**config.mk**
```make
export PLATFORM = sky130hd
export DESIGN_NAME = reg_dump_streamer
export DESIGN_NICKNAME = d
export VERILOG_FILES = /design/src/rtl/reg_dump_streamer.sv
export SDC_FILE = /design/constraint.sdc
export NUM_CORES = 1
export LEC_CHECK = 0
export CAP_MARGIN = 20
export CORE_MARGIN = 2
export CORE_UTILIZATION = 46
export CTS_CLUSTER_SIZE = 12
export DETAILED_ROUTE_END_ITERATION = 8
export HOLD_SLACK_MARGIN = 0.06
export PLACE_DENSITY_LB_ADDON = 0.15
export SYNTH_ARGS = -nofsm -noshare
export SYNTH_HDL_FRONTEND = slang
export SYNTH_SLANG_ARGS = --single-unit
```
**constraint.sdc**
```tcl
create_clock -name Clk -period 2.72 [get_ports Clk]
set_clock_uncertainty 0.15 [all_clocks]
set_input_delay 0.816 -clock Clk [delete_from_list [all_inputs] [get_ports Clk]]
set_output_delay 0.816 -clock Clk [all_outputs]
set_load 0.02 [all_outputs]
```
**src/rtl/reg_dump_streamer.sv**
```systemverilog
// Snapshots the register-file tap on Trigger and streams it out as a byte frame.
// Define REG_DUMP_CHECKSUM_EN to append a modulo-2^REG_W checksum byte to each frame.
module reg_dump_streamer #(
    parameter int NUM_REGS = 8,
    parameter int REG_W = 8,
    parameter logic [REG_W-1:0] HEADER = 8'hA5
) (
    input  logic                      Clk,
    input  logic                      Reset,
    input  logic                      Trigger,
    input  logic [NUM_REGS*REG_W-1:0] RegFlat,
    output logic [REG_W-1:0]          Out_data,
    output logic                      Out_valid,
    input  logic                      Out_ready,
    output logic                      Busy,
    output logic                      Done,
    output logic                      TrigDropped
);

    localparam int IDX_W = (NUM_REGS > 1) ? $clog2(NUM_REGS) : 1;
    localparam logic [IDX_W-1:0] LAST = IDX_W'(NUM_REGS - 1);

    localparam logic [2:0] IDLE = 3'd0;
    localparam logic [2:0] HDR  = 3'd1;
    localparam logic [2:0] REGS = 3'd2;
    localparam logic [2:0] CSUM = 3'd3;
    localparam logic [2:0] FIN  = 3'd4;

    logic [2:0]       state;
    logic [2:0]       state_nxt;
    logic [IDX_W-1:0] idx;
    logic [REG_W-1:0] snap [NUM_REGS];
    logic             xfer;

`ifdef REG_DUMP_CHECKSUM_EN
    logic [REG_W-1:0] csum;
`endif

    assign xfer = Out_valid & Out_ready;

    always_comb begin
        state_nxt = state;
        unique case (state)
            IDLE: if (Trigger) state_nxt = HDR;
            HDR:  if (xfer) state_nxt = REGS;
            REGS: begin
                if (xfer && idx == LAST) begin
`ifdef REG_DUMP_CHECKSUM_EN
                    state_nxt = CSUM;
`else
                    state_nxt = FIN;
`endif
                end
            end
`ifdef REG_DUMP_CHECKSUM_EN
            CSUM: if (xfer) state_nxt = FIN;
`endif
            FIN:     state_nxt = IDLE;
            default: state_nxt = IDLE;
        endcase
    end

    // Data is forced to zero outside the byte-carrying states
    always_comb begin
        Out_valid = 1'b0;
        Out_data  = '0;
        unique case (state)
            HDR: begin
                Out_valid = 1'b1;
                Out_data  = HEADER;
            end
            REGS: begin
                Out_valid = 1'b1;
                Out_data  = snap[idx];
            end
`ifdef REG_DUMP_CHECKSUM_EN
            CSUM: begin
                Out_valid = 1'b1;
                Out_data  = csum;
            end
`endif
            default: begin
                Out_valid = 1'b0;
                Out_data  = '0;
            end
        endcase
    end

    assign Busy        = (state != IDLE);
    assign Done        = (state == FIN);
    assign TrigDropped = Trigger & (state != IDLE);

    always_ff @(posedge Clk or negedge Reset) begin
        if (!Reset) begin
            state <= IDLE;
            idx   <= '0;
            for (int i = 0; i < NUM_REGS; i++) begin
                snap[i] <= '0;
            end
        end else begin
            state <= state_nxt;
            if (state == IDLE && Trigger) begin
                idx <= '0;
                for (int i = 0; i < NUM_REGS; i++) begin
                    snap[i] <= RegFlat[i*REG_W +: REG_W];
                end
            end else if (state == HDR && xfer) begin
                idx <= '0;
            end else if (state == REGS && xfer && idx != LAST) begin
                idx <= idx + IDX_W'(1);
            end
        end
    end

`ifdef REG_DUMP_CHECKSUM_EN
    // Running sum of every byte already accepted by the sink
    always_ff @(posedge Clk or negedge Reset) begin
        if (!Reset) begin
            csum <= '0;
        end else if (state == IDLE && Trigger) begin
            csum <= '0;
        end else if (xfer && (state == HDR || state == REGS)) begin
            csum <= csum + Out_data;
        end
    end
`endif

endmodule
```
After elaboration in Yosys (flattened, before gate mapping)
Index checks and enable logic that the tools add are counted.
{ "word_totals": {"register_bits": 70, "input_bits": 68, "elab_cells": 45, "out_inout_bits": 12} }
{ "op_classes": {"n_mux": 12, "eq_ne": 8, "addsub": 1, "n_bitwise": 3, "magnitude_cmp": 1, "n_reduce_logical": 10} }
{ "op_table": {"columns": ["cell", "n"], "rows": [
  ["8-bit binary-select mux with 3-bit select", 1],
  ["3-bit 2-to-1 mux", 6],
  ["8-bit 2-to-1 mux", 2],
  ["8-bit one-hot mux with 2 select lines", 1],
  ["3-bit one-hot mux with 3 select lines", 1],
  ["3-bit equality test (second input constant)", 2],
  ["2-bit != test (second input constant)", 3],
  ["3-bit nonzero test", 2],
  ["1-bit logical AND", 5],
  ["4-bit greater-or-equal comparator (second input constant)", 1],
  ["3-bit NOT with 4-bit output", 1],
  ["3-bit by 1-bit adder with 3-bit output (second input constant)", 1],
  ["3-bit by 1-bit equality test with 1-bit output (second input constant)", 1],
  ["3-bit by 2-bit equality test with 1-bit output (second input constant)", 1],
  ["3-bit logical NOT", 1],
  ["3-bit != test (second input constant)", 1],
  ["3-bit AND reduction", 1],
  ["1-bit AND", 2],
  ["2-bit OR reduction", 1],
  ["1-bit 2-to-1 mux", 1]
]} }

Depth between registers and ports, before layout
{ "depth": {"word_depth": 9, "mapped_depth": 6} }

Least setup slack after synthesis
OpenSTA, ideal clock, no wires.
{ "synth_timing": {"path_kind": "reg-to-output", "startpoint": "register state[0]", "endpoint": "output Out_data[0]", "path_stages_with_launch": 5, "path_buffers": 2, "path_slack_ns": 0.103, "required_ns": 1.754, "arrival_time_ns": 1.651, "path_cell_list": "dfrtp_1 -> buf_2 -> or3b_1 -> buf_2 -> o31ai_1"} }
{ "synth_between": {"elab_chain_cells": 2, "elab_cells_between_ends": 3, "classes_between": "eq/ne (2); mux (1)"} }
{ "synth_rtl": {"columns": ["element", "line_no", "text"], "rows": [
  ["start: declaration", "29", "logic [2:0] state;"],
  ["start signal: assignment", "101", "state <= state_nxt;"],
  ["3-bit by 2-bit equality test with 1-bit output / 3-bit by 1-bit equality test with 1-bit output (equally long branches)", "67", "unique case (state)"],
  ["8-bit one-hot mux with 2 select lines *", "67", null],
  ["end: declaration", "12", "output logic [REG_W-1:0] Out_data,"]
]} }
Mark *: on every way between the ends. The rest lies on a longest branch, timed or not.

Worst setup path in the final report
{ "layout_timing": {"startpoint": "register idx[0]", "endpoint": "output Out_data[1]"} }
{ "layout_between": {"elab_chain_cells": 5} }
{ "layout_rtl": {"columns": ["element", "line_no", "text"], "rows": [
  ["start: declaration", "31", "logic [IDX_W-1:0] idx;"],
  ["start signal: assignment", "110", "idx <= idx + IDX_W'(1);"],
  ["3-bit NOT with 4-bit output (implied by the code)", "74", "Out_data = snap[idx];"],
  ["8-bit binary-select mux with 3-bit select", "74", null],
  ["8-bit 2-to-1 mux (implied by the code) (2 in a row)", "74", null],
  ["8-bit one-hot mux with 2 select lines", "67", null]
]} }
Every way passes these cells. The select of a mux whose other input is x is not followed.

==> metrics <==
run status=complete, but fails checks; failing checks=setup timing; core area=6830 um2; GRT Overall Usage=a little under a fifth; Synth Instances=220; Initial Util=47.8%; maximum VDD drop=0.504 mV; Initial DRT Pass Iterations=4; CP most frequent cell=buf_6; share of post-route cells with drive strength above 1=42.2%; nets@finish=390; clock transition at the registers of the reported paths=0.08 ns; final worst-path cycle share=106%; antenna-violating nets left=0; Synth Register Bits=70; placed inst area=roughly 4200 um2; hold_ws=0.296 ns; Mapped Area=3270 um2; CP peak stage delay=0.50 ns; Die Y=around 88 um; switching part of the total=30.1%; Root Buffer=clkbuf_8; RSZ-0062 raised after global routing=true; most common cell after layout, fill and taps aside=mux2_2; total congestion overflow=0; Final Max Tran Viols=0; Iter 0 DRT Violations=103; Yosys top cell area share=between 50% and 60%; CP startpoint kind=flop; most frequent cells in the layout=71 x mux2_2, 69 x dfrtp_1, 66 x clkdlybuf4s50_1, 21 x buf_4, 12 x mux4_2; Placer Congestion=0.785; crit path max fanout=6; Fillers=~550; vias per cell=between 5 and 6; clk sinks=70; setup ws final=-0.159 ns; initial antenna violation count=0; CP Capture Type=output pin; synth warn=0; H-Tree Depth=3; largest net degree at the start of global routing=48; CTS tree=yes; Synth area leaders=dfrtp_1 54%, mux2_2 25%, mux4_2 8.3%; I/O Buffers=79; kind of critical path=reg2out; IO Pins=80; Post-synth EDFFs=0; crit path time final=2.88 ns; Highest Clock Rate=around 0.35 GHz; CP arrival=1.91 ns; post-synthesis sequential area ratio=between 50% and 60%; Hold Buf Count CTS=0; LEAKAGE=1.88 nW; Final Total Pwr=4.82 mW; switching power=approximately 1.4 mW; vias in the first global route=2270; Final Hold Fails=0; clock latency on the worst-skew pair=0.33 ns; synthesized area per cell=14.8 um2; num rows=30; dominant cell type by area after synthesis=dfrtp_1; Die W=88.3 um; Syn Nets=between 200 and 300; relative slew slack=about 66%; Final Routed Wirelength=between 6 and 7 mm; CTS max path bufs=2; clock share of power=19.1%; slowest CP cell=mux4_2; ANT cells=0; Flop pwr share=between 30% and 40%; WP data required=1.75 ns; number of buffers created by CTS=9; first-pass GRT wire length=10.8 mm; cell breakdown of the critical path=buf_6 -> buf_6 -> mux4_2 -> mux2i_1 -> nor2_1 -> buf_4; Worst Hold Class=in2async; vias post-DR=2154; Synth async-reset ratio=100%; slew at the pin closest to its max-slew limit=0.512 ns; DPL Wire Length=approximately 4.8 mm; Synth Flop Type=dfrtp_1; DR WL/cell=around 16 um; synthesis-to-layout area growth=37.9%; DRC Markers=0; Pwr per Cell Area=1070 nW/um2; combinational power share=a little over two fifths; P_int=3.37 mW; die area=slightly below 8000 um2; Max-cap violations=0; Final Instance Area=roughly 4500 um2; Synth cell types=26; Final setup viols=8
## final timing paths
| check | slack (ns) | startpoint | end | cells past startpoint |
|---|---|---|---|---|
| max | -0.16 | idx[0] | Out_data[1] | 6 |
| min | 0.30 | Reset | snap[58] | 1 |
| max reg2reg | 0.81 | state[2] | snap[26] | 5 |
| min reg2reg | 0.36 | snap[40] | snap[40] | 1 |
| max in group asynchronous | 1.56 | Reset | snap[27] | 2 |
| min in group Clk | 0.36 | snap[40] | snap[40] | 1 |
## metrics by stage
stage	instances	util, %	setup slack [ns]	TNS, ns
final	421	65.9	-0.159	-0.769
after global routing	421	65.9	-0.257	-1.40
after CTS	417	64.9	-0.205	-0.918
after detailed placement	396	61.5	-0.254	-1.15
after global placement	396	61.5	-0.237	-1.03
after floorplan	220	-	0.103	0
## Yosys cell counts, types with 3 or more instances
cell type   n
mux4_2     12
o22ai_1     4
a21oi_1     4
mux2i_1     5
o21ai_0     3
nor2_1     10
mux2_2     72
dfrtp_1    70
o31ai_1     4
buf_2       4
buf_6       7
nand2_1     4
## per-layer routing
layer	vias up	wire (um)	track usage, %
met4	0	63	7.44
met1	1080	2900	22.7
met3	8	318	4.10
met2	56	3490	32.0
met5	-	0	0
li1	1010	-	-
## power by group through the flow
| stage | clock [mW] | combinational (mW) | sequential (mW) |
|---|---|---|---|
| after floorplan | 0 | 1.47 | 1.74 |
| after global placement | 0 | 1.96 | 1.81 |
| after detailed placement | 0 | 1.99 | 1.83 |
| after CTS | 0.933 | 2.01 | 1.82 |
| after global routing | 0.987 | 2.26 | 1.88 |
| final | 0.919 | 2.08 | 1.82 |
## repair_timing
action | CTS | global route
pin swaps | 0 | 5
endpoints found under the setup margin | 11 | 11
resized for setup | 42 | 17
setup buffers | 5 | 5
## kinds of logic (layout without fill, tap and decap cells)
| group | count (synthesis) | after routing | share of synthesized area, % |
|---|---|---|---|
| buffers and inverters | 14 | 119 | 3.37 |
| muxes | 89 | 89 | 34.6 |
| DFF | 70 | 70 | 53.6 |
| adders and majority gates | 2 | 2 | 0.766 |
| and+or+nand+nor | 29 | 29 | 4.60 |
| AOI/OAI and AO/OA | 16 | 16 | 2.99 |
## sequential cells by signal (all words and copies together), names as in the netlist
signal and cells:
state 3, idx 3, snap 64
## critical path, delay by kind of cell, from the launching register on
kind | cells | cell delay (ns)
multiplexers | 2 | 0.68
buffers and inverters | 3 | 0.42
flip-flops | 1 | 0.40
AND/OR/NAND/NOR | 1 | 0.09
## cell type report
type                       count  area [um2]  share of cell area [%]
clock buffer                  12         145                    3.22
clock inverter                 4        70.1                    1.56
inverter                       1        3.75                  0.0834
multi-input combinational    136        1430                    31.7
sequential                    70        1750                    38.9
tap                           96         120                    2.67
timing repair buffer         102         985                    21.9
Power figures use the tool's default switching activity.
==> variant, RTL diff (same settings) <==
`NUM_REGS`: 8 -> 16.
--- a/src/rtl/reg_dump_streamer.sv
+++ b/src/rtl/reg_dump_streamer.sv
@@ -3,3 +3,3 @@
 module reg_dump_streamer #(
-    parameter int NUM_REGS = 8,
+    parameter int NUM_REGS = 16,
     parameter int REG_W = 8,
Interface: changed (resized RegFlat); port bits go from 80 to 144. The function was not compared with the original's and may differ.
==> variant against the unedited design <==
  * The run still ends with negative setup slack left
  * Total power increased by 100%
  * Cell count increased by 81%
  * Combinational power increased by 71%
  * Cell area increased by 94%
  * Clock power increased to 2.7 times the old value
  * Setup slack got worse by 0.32 ns
  * Synthesized area increased by 90%
  * Routed wire length increased by 120%
  * Sequential cell count increased by 65
==> variant: results (changes against the unedited design) <==
- Routed WL: 14.9 mm (was 6.77 mm)
- Number of global-route vias before repair: 4442 (was 2270)
- DP Area: 8050 µm² (was 4200 µm²)
- Final setup vio count: 8 (unchanged)
- Failing checks: negative setup slack (unchanged)
- Vias per Instance: 5.37 (was 5.12)
- Placer Congestion: 0.792 (was 0.785)
- Largest cells by area after synthesis: dfrtp_1 54%, mux2_2 23%, mux4_2 10% (was dfrtp_1 54%, mux2_2 25%, mux4_2 8.3%)
- Layout net count: 705 (was 390)
- Status: finished with violations (unchanged)
- Worst skew pair latency: 0.41 ns (was 0.33 ns)
- WP data arrival: 2.23 ns (was 1.91 ns)
- Clk slew on worst S/H paths: 0.06 ns (was 0.08 ns)
- Tot GR Track Use: 21.9% (was 18.6%)
- Lkg Pwr: 3.56 nW (was 1.88 nW)
- Detailed Place HPWL: 10.8 mm (was 4.76 mm)
- Post-synthesis sequential area ratio: 54.5% (was 53.6%)
- Unique masters post-synth: 33 (was 26)
- Synth Net Count: 534 (was 290)
- Port buffer count: 143 (was 79)
- CTS H-Tree Depth: 4 (was 3)
- Worst Slack Setup Final: -0.481 ns (was -0.159 ns)
- Initial DRC count: 246 (was 103)
- Layout cell share with drive strength beyond 1: 41.0% (was 42.2%)
- Setup TNS: -3.50 ns (was -0.769 ns)
- Top Registers: snap (128), idx (4), state (3) (was snap (64), idx (3), state (3))
- Largest net degree at the start of global routing: 58 (was 48)
- Commonest cells in the netlist: 135 x dfrtp_1, 128 x mux2_2, 28 x mux4_2, 14 x buf_4 (was 72 x mux2_2, 70 x dfrtp_1, 12 x mux4_2, 10 x nor2_1, 7 x buf_6)
- Worst Path Max Fanout: 6 (unchanged)
- Clock buffer count from CTS: 17 (was 9)
- Class of the worst hold path: in2async (unchanged)
- VDD IR max: 0.501 mV (was 0.504 mV)
- Root Driver: clkbuf_16 (was clkbuf_8)
- Worst slew pin tran: 0.529 ns (was 0.512 ns)
- First-pass GRT wire length: 23.6 mm (was 10.8 mm)
==> variant: cell count changes in the layout (fill, tap and decap cells not counted), moves of 5 or more <==
cell and change:
and3_1 +5, o211ai_1 +5, clkbuf_8 -10, a22oi_1 +6, clkdlybuf4s50_1 +64, dfrtp_1 +64
mux4_2 +16, clkbuf_16 +17, mux2_2 +57, buf_12 +7
==> variant: path summary, 6_finish.rpt <==
check                               from           to  slack, ns  cells after the start
worst min register to register  snap[66]     snap[66]       0.35                      1
worst max-delay path              idx[0]  Out_data[0]      -0.48                      7
worst max register to register  state[2]     snap[78]       0.67                      6
worst min-delay path               Reset     snap[63]       0.20                      1
min in group Clk                snap[66]     snap[66]       0.35                      1
max in group asynchronous          Reset     snap[49]       1.53                      2
==> variant: area by class of cell <==
class	instances	area [µm²]
multi-input cells	238	2670
clock inverters	14	206
inverters	1	3.75
fillers	925	4470
clock buffers	18	429
flip-flops and latches	135	3380
well taps	176	220
repair buffers	179	1820
==> variant: what timing repair did <==
| item | CTS | global route |
|---|---|---|
| gates resized for setup | 55 | 1 |
| setup endpoints to repair | 12 | 8 |
| pin swaps | 4 | 3 |
| buffers inserted | 3 | 0 |
| endpoints found under the hold margin | 0 | 0 |
==> variant: logic make-up (layout without fill, tap and decap cells) <==
group                    count (synthesis)  after routing  share of synthesized area [%]
multiplexers                           165            165                           34.9
flip-flops                             135            135                           54.5
AND/OR/NAND/NOR                         45             45                           4.01
buffers and inverters                   28            212                           2.94
AO/OA/AOI/OAI                           23             23                           2.96
XOR/XNOR                                 4              4                          0.565
adder cells (fa/ha/maj)                  1              1                          0.202
==> variant: per-layer routing <==
| metal | routed length (µm) | GRT usage, % | vias to the layer above |
|---|---|---|---|
| met1 | 6280 | 28.3 | 2097 |
| met5 | 0 | 0 | - |
| met4 | 288 | 7.87 | 0 |
| met3 | 895 | 6.37 | 25 |
| met2 | 7410 | 35.5 | 117 |
| li1 | - | - | 1845 |
==> variant: through the flow <==
| stage | hold WS, ns | instances |
|---|---|---|
| global placement | 0.333 | 726 |
| floorplan | 0.325 | 401 |
| detailed placement | 0.341 | 726 |
| CTS | 0.212 | 761 |
| finish | 0.200 | 761 |
| global route | 0.225 | 761 |
==> variant: power breakdown <==
part	switching, mW	internal (mW)
logic	1.33	2.24
registers	0.597	3.02
clock network	0.841	1.62
==> variant: worst register-to-register path, cell delays in order, from the launching register on <==
cell	delay, ns
dfrtp_1	0.41
buf_4	0.16
nor2_1	0.13
buf_4	0.14
and3_4	0.29
buf_12	0.26
mux2_2	0.40
